## src/rtl/fetch_stage_pkg.sv

```systemverilog
// Purpose: shared types and constants for the instruction-fetch stage and its hold buffer.
// Latency: n/a (declarations only).
// Backpressure: n/a (declarations only).
package fetch_stage_pkg;

  localparam logic [31:0] DEF_RESET_PC = 32'h0100_0000;
  localparam logic [31:0] DEF_NOP_INST = 32'h0000_0013;  // addi x0,x0,0

  typedef enum logic [1:0] {
    S_BOOT = 2'd0,  // first cycle after reset, nothing in flight
    S_RUN  = 2'd1,  // streaming one instruction per cycle
    S_HOLD = 2'd2   // stalled with the hold buffer occupied
  } fetch_state_e;

  // IF/ID register contents handed to decode.
  typedef struct packed {
    logic [31:0] inst;
    logic [31:0] pc;
    logic        valid;
  } if_id_t;

  // Instruction fetches are always word aligned.
  function automatic logic [31:0] word_align(input logic [31:0] addr);
    return addr & ~32'h0000_0003;
  endfunction

endpackage

```

## src/rtl/fetch_skid.sv

```systemverilog
// Purpose: one-entry hold buffer that parks an imem response arriving while decode is stalled.
// Latency: captured entry is visible the cycle after capture.
// Backpressure: never refuses a capture; the owner only captures when empty.
// Ports: clock/reset (sync, active-low); capture + capture_inst/capture_pc load the entry;
//        clear empties it (wins over capture); hold_valid/hold_inst/hold_pc expose the entry.
module fetch_skid (
  input  logic        clock,
  input  logic        reset,
  input  logic        capture,
  input  logic [31:0] capture_inst,
  input  logic [31:0] capture_pc,
  input  logic        clear,
  output logic        hold_valid,
  output logic [31:0] hold_inst,
  output logic [31:0] hold_pc
);

  always_ff @(posedge clock) begin
    if (!reset) begin
      hold_valid <= 1'b0;
      hold_inst  <= 32'd0;
      hold_pc    <= 32'd0;
    end else if (clear) begin
      hold_valid <= 1'b0;
    end else if (capture) begin
      hold_valid <= 1'b1;
      hold_inst  <= capture_inst;
      hold_pc    <= capture_pc;
    end
  end

endmodule

```

## src/rtl/fetch_stage.sv

```systemverilog
// Purpose: RISC-V instruction fetch; drives imem (1-cycle sync read) and the IF/ID register.
// Latency: 2 edges from reset release or redirect to first valid instruction in ID; 1 instr/cycle after.
// Backpressure: stall freezes ID and PC; a response already in flight is parked in the hold buffer.
// Ports: clock, reset (sync, active-low); stall/flush/redirect_pc from hazard and branch logic;
//        imem_addr/imem_data to instruction memory; id_inst/id_pc/id_valid to decode.
module fetch_stage
  import fetch_stage_pkg::*;
#(
  parameter logic [31:0] RESET_PC = DEF_RESET_PC,
  parameter logic [31:0] NOP_INST = DEF_NOP_INST
) (
  input  logic        clock,
  input  logic        reset,
  input  logic        stall,
  input  logic        flush,
  input  logic [31:0] redirect_pc,
  output logic [31:0] imem_addr,
  input  logic [31:0] imem_data,
  output logic [31:0] id_inst,
  output logic [31:0] id_pc,
  output logic        id_valid
);

  fetch_state_e state_q, state_n;
  logic [31:0]  pc_req_q, pc_req_n;
  logic [31:0]  pc_resp_q, pc_resp_n;
  logic         resp_valid_q, resp_valid_n;
  if_id_t       if_id_q, if_id_n;

  logic         hold_valid;
  logic [31:0]  hold_inst;
  logic [31:0]  hold_pc;
  logic         hold_capture;
  logic         hold_clear;

  logic         cand_valid;
  logic [31:0]  cand_inst;
  logic [31:0]  cand_pc;

  fetch_skid u_skid (
    .clock        (clock),
    .reset        (reset),
    .capture      (hold_capture),
    .capture_inst (imem_data),
    .capture_pc   (pc_resp_q),
    .clear        (hold_clear),
    .hold_valid   (hold_valid),
    .hold_inst    (hold_inst),
    .hold_pc      (hold_pc)
  );

  // A parked instruction is older than anything on the imem bus, so it goes first.
  assign cand_valid = hold_valid | resp_valid_q;
  assign cand_inst  = hold_valid ? hold_inst : imem_data;
  assign cand_pc    = hold_valid ? hold_pc   : pc_resp_q;

  always_comb begin
    state_n      = state_q;
    pc_req_n     = pc_req_q;
    pc_resp_n    = pc_resp_q;
    resp_valid_n = resp_valid_q;
    if_id_n      = if_id_q;
    hold_capture = 1'b0;
    hold_clear   = 1'b0;

    if (flush) begin
      // Drop the in-flight response and anything parked; the target is fetched next.
      pc_req_n      = word_align(redirect_pc);
      resp_valid_n  = 1'b0;
      hold_clear    = 1'b1;
      if_id_n.inst  = NOP_INST;
      if_id_n.valid = 1'b0;
      state_n       = S_RUN;
    end else if (stall) begin
      // imem keeps re-reading pc_req while stalled; those repeats are marked invalid
      // so the first release edge restarts the stream at pc_req with no duplicate.
      resp_valid_n = 1'b0;
      if (resp_valid_q && !hold_valid) begin
        hold_capture = 1'b1;
        state_n      = S_HOLD;
      end
    end else begin
      if (cand_valid) begin
        if_id_n.inst  = cand_inst;
        if_id_n.pc    = cand_pc;
        if_id_n.valid = 1'b1;
      end else begin
        if_id_n.inst  = NOP_INST;
        if_id_n.valid = 1'b0;
      end
      pc_resp_n    = pc_req_q;
      resp_valid_n = 1'b1;
      pc_req_n     = pc_req_q + 32'd4;  // wraps modulo 2^32
      hold_clear   = 1'b1;
      state_n      = S_RUN;
    end
  end

  always_ff @(posedge clock) begin
    if (!reset) begin
      state_q <= S_BOOT;
    end else begin
      state_q <= state_n;
    end
  end

  always_ff @(posedge clock) begin
    if (!reset) begin
      pc_req_q     <= RESET_PC;
      pc_resp_q    <= 32'd0;
      resp_valid_q <= 1'b0;
      if_id_q      <= '{inst: NOP_INST, pc: 32'd0, valid: 1'b0};
    end else begin
      pc_req_q     <= pc_req_n;
      pc_resp_q    <= pc_resp_n;
      resp_valid_q <= resp_valid_n;
      if_id_q      <= if_id_n;
    end
  end

  // imem_addr comes straight from a register: no combinational path from stall/flush.
  assign imem_addr = pc_req_q;
  assign id_inst   = if_id_q.inst;
  assign id_pc     = if_id_q.pc;
  assign id_valid  = if_id_q.valid;

endmodule
```

## config.mk

```make
export PLATFORM = sky130hd
export DESIGN_NAME = fetch_stage
export DESIGN_NICKNAME = d
export VERILOG_FILES = /design/src/rtl/fetch_stage_pkg.sv /design/src/rtl/fetch_skid.sv /design/src/rtl/fetch_stage.sv
export SDC_FILE = /design/constraint.sdc
export NUM_CORES = 1
export LEC_CHECK = 0
export BUFFER_PORTS_ARGS = -buffer_cell sky130_fd_sc_hd__buf_4
export CORE_MARGIN = 8
export CORE_UTILIZATION = 39
export DETAILED_ROUTE_END_ITERATION = 8
export HOLD_SLACK_MARGIN = 0.1
export PLACE_DENSITY_LB_ADDON = 0.25
export SKIP_CTS_REPAIR_TIMING = 1
export SLEW_MARGIN = 40
export SYNTH_ARGS = -nofsm -noshare
export SYNTH_HDL_FRONTEND = slang
export SYNTH_SLANG_ARGS = --single-unit
```

## constraint.sdc

```tcl
create_clock -name clock -period 5.4 [get_ports clock]
set_clock_uncertainty 0.2 [all_clocks]
set_input_delay 1.08 -clock clock [delete_from_list [all_inputs] [get_ports clock]]
set_output_delay 1.08 -clock clock [all_outputs]
set_load 0.03 [all_outputs]
```

# Yosys cells after proc, flatten, opt, wreduce, memory -nomap -nowiden
# Cells that the tools add are included.
dict set report totals {
  regBits 195
  latchBits 0
  ram_bits 0
  rom_bits 0
  in_bits 68
  out_inout_bits 97
  word_cells 35
  mem_count 0
}
dict set report op_classes {
  addsub 1
  mul 0
  n_div 0
  n_lt_le_gt_ge 0
  n_eq_ne 1
  shifts 0
  mux 11
  n_bitwise 5
  n_reduce_logical 7
}
# operator n
set ops {}
lappend ops {{$mux 32} 5}
lappend ops {{$add 32x3->32 const B} 1}
lappend ops {{$mux 1} 6}
lappend ops {{$not 1->1} 4}
lappend ops {{$reduce_and 2->1} 2}
lappend ops {{$reduce_or 2->1} 2}
lappend ops {{$reduce_and 3->1} 1}
lappend ops {{$ne 2x1->1 const B} 1}
lappend ops {{$logic_and 1x1->1} 1}
lappend ops {{$logic_not 1->1} 1}
lappend ops {{$or 1x1->1} 1}

# Longest topological paths before layout
dict set report depth {
  word_depth 6
  mapped_depth 7
}

# Hierarchy
# A second synthesis with hierarchy kept.
dict set report hier_totals {
  hier_cells 1017
  area_unflattened_um2 8526.9
}
# mod instances cells_per_inst area_per_inst_um2
set modules_own_cells {}
lappend modules_own_cells {fetch_stage 1 736 5865.6}
lappend modules_own_cells {fetch_skid 1 281 2661.3}

# Worst setup path after synthesis
# OpenSTA, ideal clock, no wires.
dict set report synth_path {
  path_type {input to register}
  startpoint {input port flush}
  endpoint {register pc_req_q[16], in the netlist imem_addr[16]}
  setup_ns 0.074
  t_arrival_ns 2.211
  t_required_ns 5.126
  setup_slack_ns 2.915
  path_stages 7
  path_buffers 2
  cell_sequence {clkbuf_1 or2_1 buf_2 nor2_1 nand2_1 or3_1 a31oi_1}
}
dict set report synth_between {
  elab_chain_len 1
}
# item line
set synth_rtl {}
lappend synth_rtl {{from (decl)} fetch_stage.sv:15} ;# input logic flush,
lappend synth_rtl {{$ne 2x1->1 (no line) / $mux 32 (equally long branches)} -}
lappend synth_rtl {{to (signal assigned)} fetch_stage.sv:114} ;# pc_req_q <= pc_req_n;
lappend synth_rtl {{to (decl)} fetch_stage.sv:25} ;# logic [31:0] pc_req_q, pc_req_n;
# Several ways; a longest one is shown, not always the timed one.
# A chain may end at the register's enable or synchronous reset.

# Final worst setup path
dict set report layout_path {
  startpoint {input port flush}
  endpoint {register u_skid.hold_inst[6]}
}
dict set report layout_between {
  elab_chain_len 3
}
# item line
set layout_rtl {}
lappend layout_rtl {{$mux 1} fetch_stage.sv:66} ;# if (flush) begin
lappend layout_rtl {{$not 1->1 (no line)} -}
lappend layout_rtl {{$reduce_and 2->1 (no line) *} -}
lappend layout_rtl {{to (signal assigned)} fetch_skid.sv:27} ;# hold_inst <= capture_inst;
lappend layout_rtl {{to (decl)} fetch_skid.sv:14} ;# output logic [31:0] hold_inst,
# Mark *: on every way between the ends. The rest lies on a longest branch, timed or not.

==> results.md <==
* TritonCTS Buffers at 17
* Area Overhead vs Synth at 25.6%
* Critical Path Max Stage Delay at ~0.66 ns
* PD cells at slightly above 300 nW/um^2
* Max clock buf depth at 2
* Via total after detailed routing at 6934
* Final wirelength at 21700 um
* Post-synth top cells: 228 x nand2_1, 187 x dfxtp_1, 171 x a21oi_1
* Tightest Pin Transition at 0.788 ns
* Reg2Reg Setup Slack at between 3 and 4 ns
* Gate Count Post-Synth at 965
* Reg2reg path depth at 6
* Critical path required time at 5.56 ns
* Worst slew margin at 47.5%
* Post-route DRC at 0
* Max VDD drop at 0.202 mV
* Worst min path class: register to register
* Main flop type after synthesis: dfxtp_1
* Reg2reg start: imem_addr[2]
* Post-synthesis sequential area ratio at 48.3%
* First-pass GRT wire length at around 35000 um
* Max_cap viols at 0
* Port Buf Inserts at around 160
* Dpl ws at approximately 2.0 ns
* Most used cell, CP: buf_4
* Reg clk slew, reported paths at 0.07 ns
* Boundary Pins at roughly 170
* Final worst path period share at ~54%
* Hold EP: u_skid.hold_pc[13]
* Clock power share at between 40% and 50%
* Share of cells above drive strength 1 at 20.0%
* Power Total at around 3.0 mW
* Post-synthesis register bit count at 187
* Largest area contributor in the netlist: dfxtp_1
* GPL Wtd Cong at 0.831
* Post-synth EDFFs at 0
* Die span in y at around 160 um
* Yosys Warn Count at 0
* Number of antenna diodes at 0
* Top delay family on crit path: buffers and inverters
* Clock latency on the worst-skew pair at 0.43 ns
* Initial Util at around two fifths
* CP bufs+invs at 3
* Top-area cell type share of the netlist area at 48.3%
* Layout Cells excl Fill at ~1400
* Hold_sp: u_skid.hold_pc[13]
* Row Count at 51
* Largest net degree at the start of global routing at roughly 100
* CTS tree: built
* Die area at 24600 um^2
* Leak at 3.45 nW
* Clk sink count at approximately 190
* Critical path cell sequence: buf_4 > clkinv_1 > nand4b_1 > buf_4 > nand2_1 > a21oi_1
* Vias per inst at 5.10
* Distinct cell type count after synthesis at 50
* Period minus WS final at just under 3 ns
* PnR worst setup slack at roughly 2.5 ns
* DRT iter0 DRCs at about 500
* Final setup vio count at 0
* Final nets at ~1200
* Initial antenna violation count at 0
* Drt first pass iters at 5
* Sw Ratio at 27.5%
* WHS Path Cells at 2
* Cell internal pwr at ~2.2 mW
* Worst Setup Path Type: primary input to register
* Gr usage total at roughly 18%
* Core ar. at between 15000 and 20000 um^2
* F_max at about 340 MHz
* Wire length per cell at between 15 and 20 um
* Crit path max-delay cell type: clkinv_1
* Vias in the first global route at 6300
* Combinational group share of total power at between 8 and 9%
* Chip width at between 150 and 200 um
* CP Capture Type: register
* Setup Total Neg Slack at 0 ns
* Max H-tree Level at 4
* Global route overflow at 0
* Ys async rst share at 0%
* Post-Syn Area at just under 8000 um^2
* Sequential Power Share at between 40 and 50%
* Mapped Avg Cell Area at around 8.0 um^2
* Maximum fanout along the worst path at 32
* Critical path data arrival time at between 3 and 4 ns
* Ranking of synthesized cells by area: dfxtp_1 48%, a21oi_1 11%, nand2_1 11%, mux2i_1 4.1%, nor2_1 3.8%
* Final Hold Fails at 0
* Startpoint types: primary input
* ANT nets after route at 0
* Reg-to-Reg End: imem_addr[30]
* RSZ-0062 raised after global routing: false
* Psw at 0.831 mW
* Max-slew violations at 0
* DP Cell Count at around 1300
* Clock Root Buffer: clkbuf_16
* Top-count cell post-synth: nand2_1
* Detailed placer's ending HPWL at ~15000 um
* Status: completed
sequential cells by signal (all words and copies together) (netlist names):
signal	count
id_inst	32
pc_resp_q	30
id_valid	1
resp_valid_q	1
imem_addr	30
id_pc	30
u_skid.hold_valid	1
u_skid.hold_pc	30
u_skid.hold_inst	32
final cells by class:
cell class,count,area (um^2)
fill,1921,9730
sequential,187,3750
multi-input combinational,695,3690
timing repair buffer,172,1310
clock buffer,17,425
tap,265,332
clock inverter,15,194
inverter,8,35.0
cell usage in the layout, fill, tap and decap left out, types with 17 or more instances in the layout:
| cell | instances |
|---|---|
| o21ai_0 | 18 |
| buf_4 | 169 |
| clkbuf_16 | 17 |
| a211oi_1 | 31 |
| nand3b_1 | 29 |
| nor2_1 | 78 |
| dfxtp_1 | 186 |
| nand2_1 | 228 |
| a21oi_1 | 171 |
| mux2i_1 | 32 |
cells by family after synthesis:
group                    after synthesis  synth area share [%]
AO/OA/AOI/OAI                        243                  17.5
flip-flops                           187                  48.3
buffers and inverters                 86                  4.52
adder cells (fa/ha/maj)                1                 0.161
AND/OR/NAND/NOR                      395                  23.0
XOR/XNOR                              20                  2.26
multiplexers                          32                  4.13
other                                  1                0.0484
power groups by stage:
stage | Combinational (mW) | Clock (mW) | Sequential, mW
2_1_floorplan | 0.117 | 0 | 1.52
3_3_place_gp | 0.269 | 0 | 1.49
3_5_place_dp | 0.271 | 0 | 1.49
4_1_cts | 0.271 | 1.32 | 1.45
5_1_grt | 0.292 | 1.37 | 1.46
6_report | 0.269 | 1.29 | 1.45
worst max path at each step:
stage                     startpoint                   end  slack, ns  depth (start not counted)
after global placement         flush  u_skid.hold_inst[21]       2.04                          6
after detailed placement       flush   u_skid.hold_inst[7]       2.01                          6
after CTS                      flush   u_skid.hold_inst[7]       2.47                          6
after floorplan                flush         imem_addr[16]       2.91                          7
final                          flush   u_skid.hold_inst[6]       2.49                          6
after global routing           flush   u_skid.hold_inst[2]       2.26                          6
metal layers:
layer  wire [um]  track usage (%)  part of all wire (%)  vias to the layer above
li1            -                -                     -                     3507
met2        9730             25.8                    45                      180
met4         244             4.71                   1.1                        0
met3        1520             5.02                   7.0                       18
met5           0                0                     0                        -
met1       10200             24.5                    47                     3229
stage by stage:
| step | instance area (um^2) | util (%) | hold WS (ns) |
|---|---|---|---|
| after floorplan | 7760 | - | 0.236 |
| after global placement | 9080 | 46.6 | 0.241 |
| after detailed placement | 9110 | 46.8 | 0.246 |
| after CTS | 9730 | 50.0 | 0.257 |
| after global routing | 9730 | 50.0 | 0.270 |
| final | 9730 | 50.0 | 0.254 |
worst register-to-register path, stage by stage, from the launching register on:
cell,delay [ns]
dfxtp_1,0.50
ha_1,0.23
nand3_1,0.21
nor4b_2,0.51
nand3_1,0.17
xor2_1,0.18
a21oi_1,0.08
(Power assumes the default switching activity.)
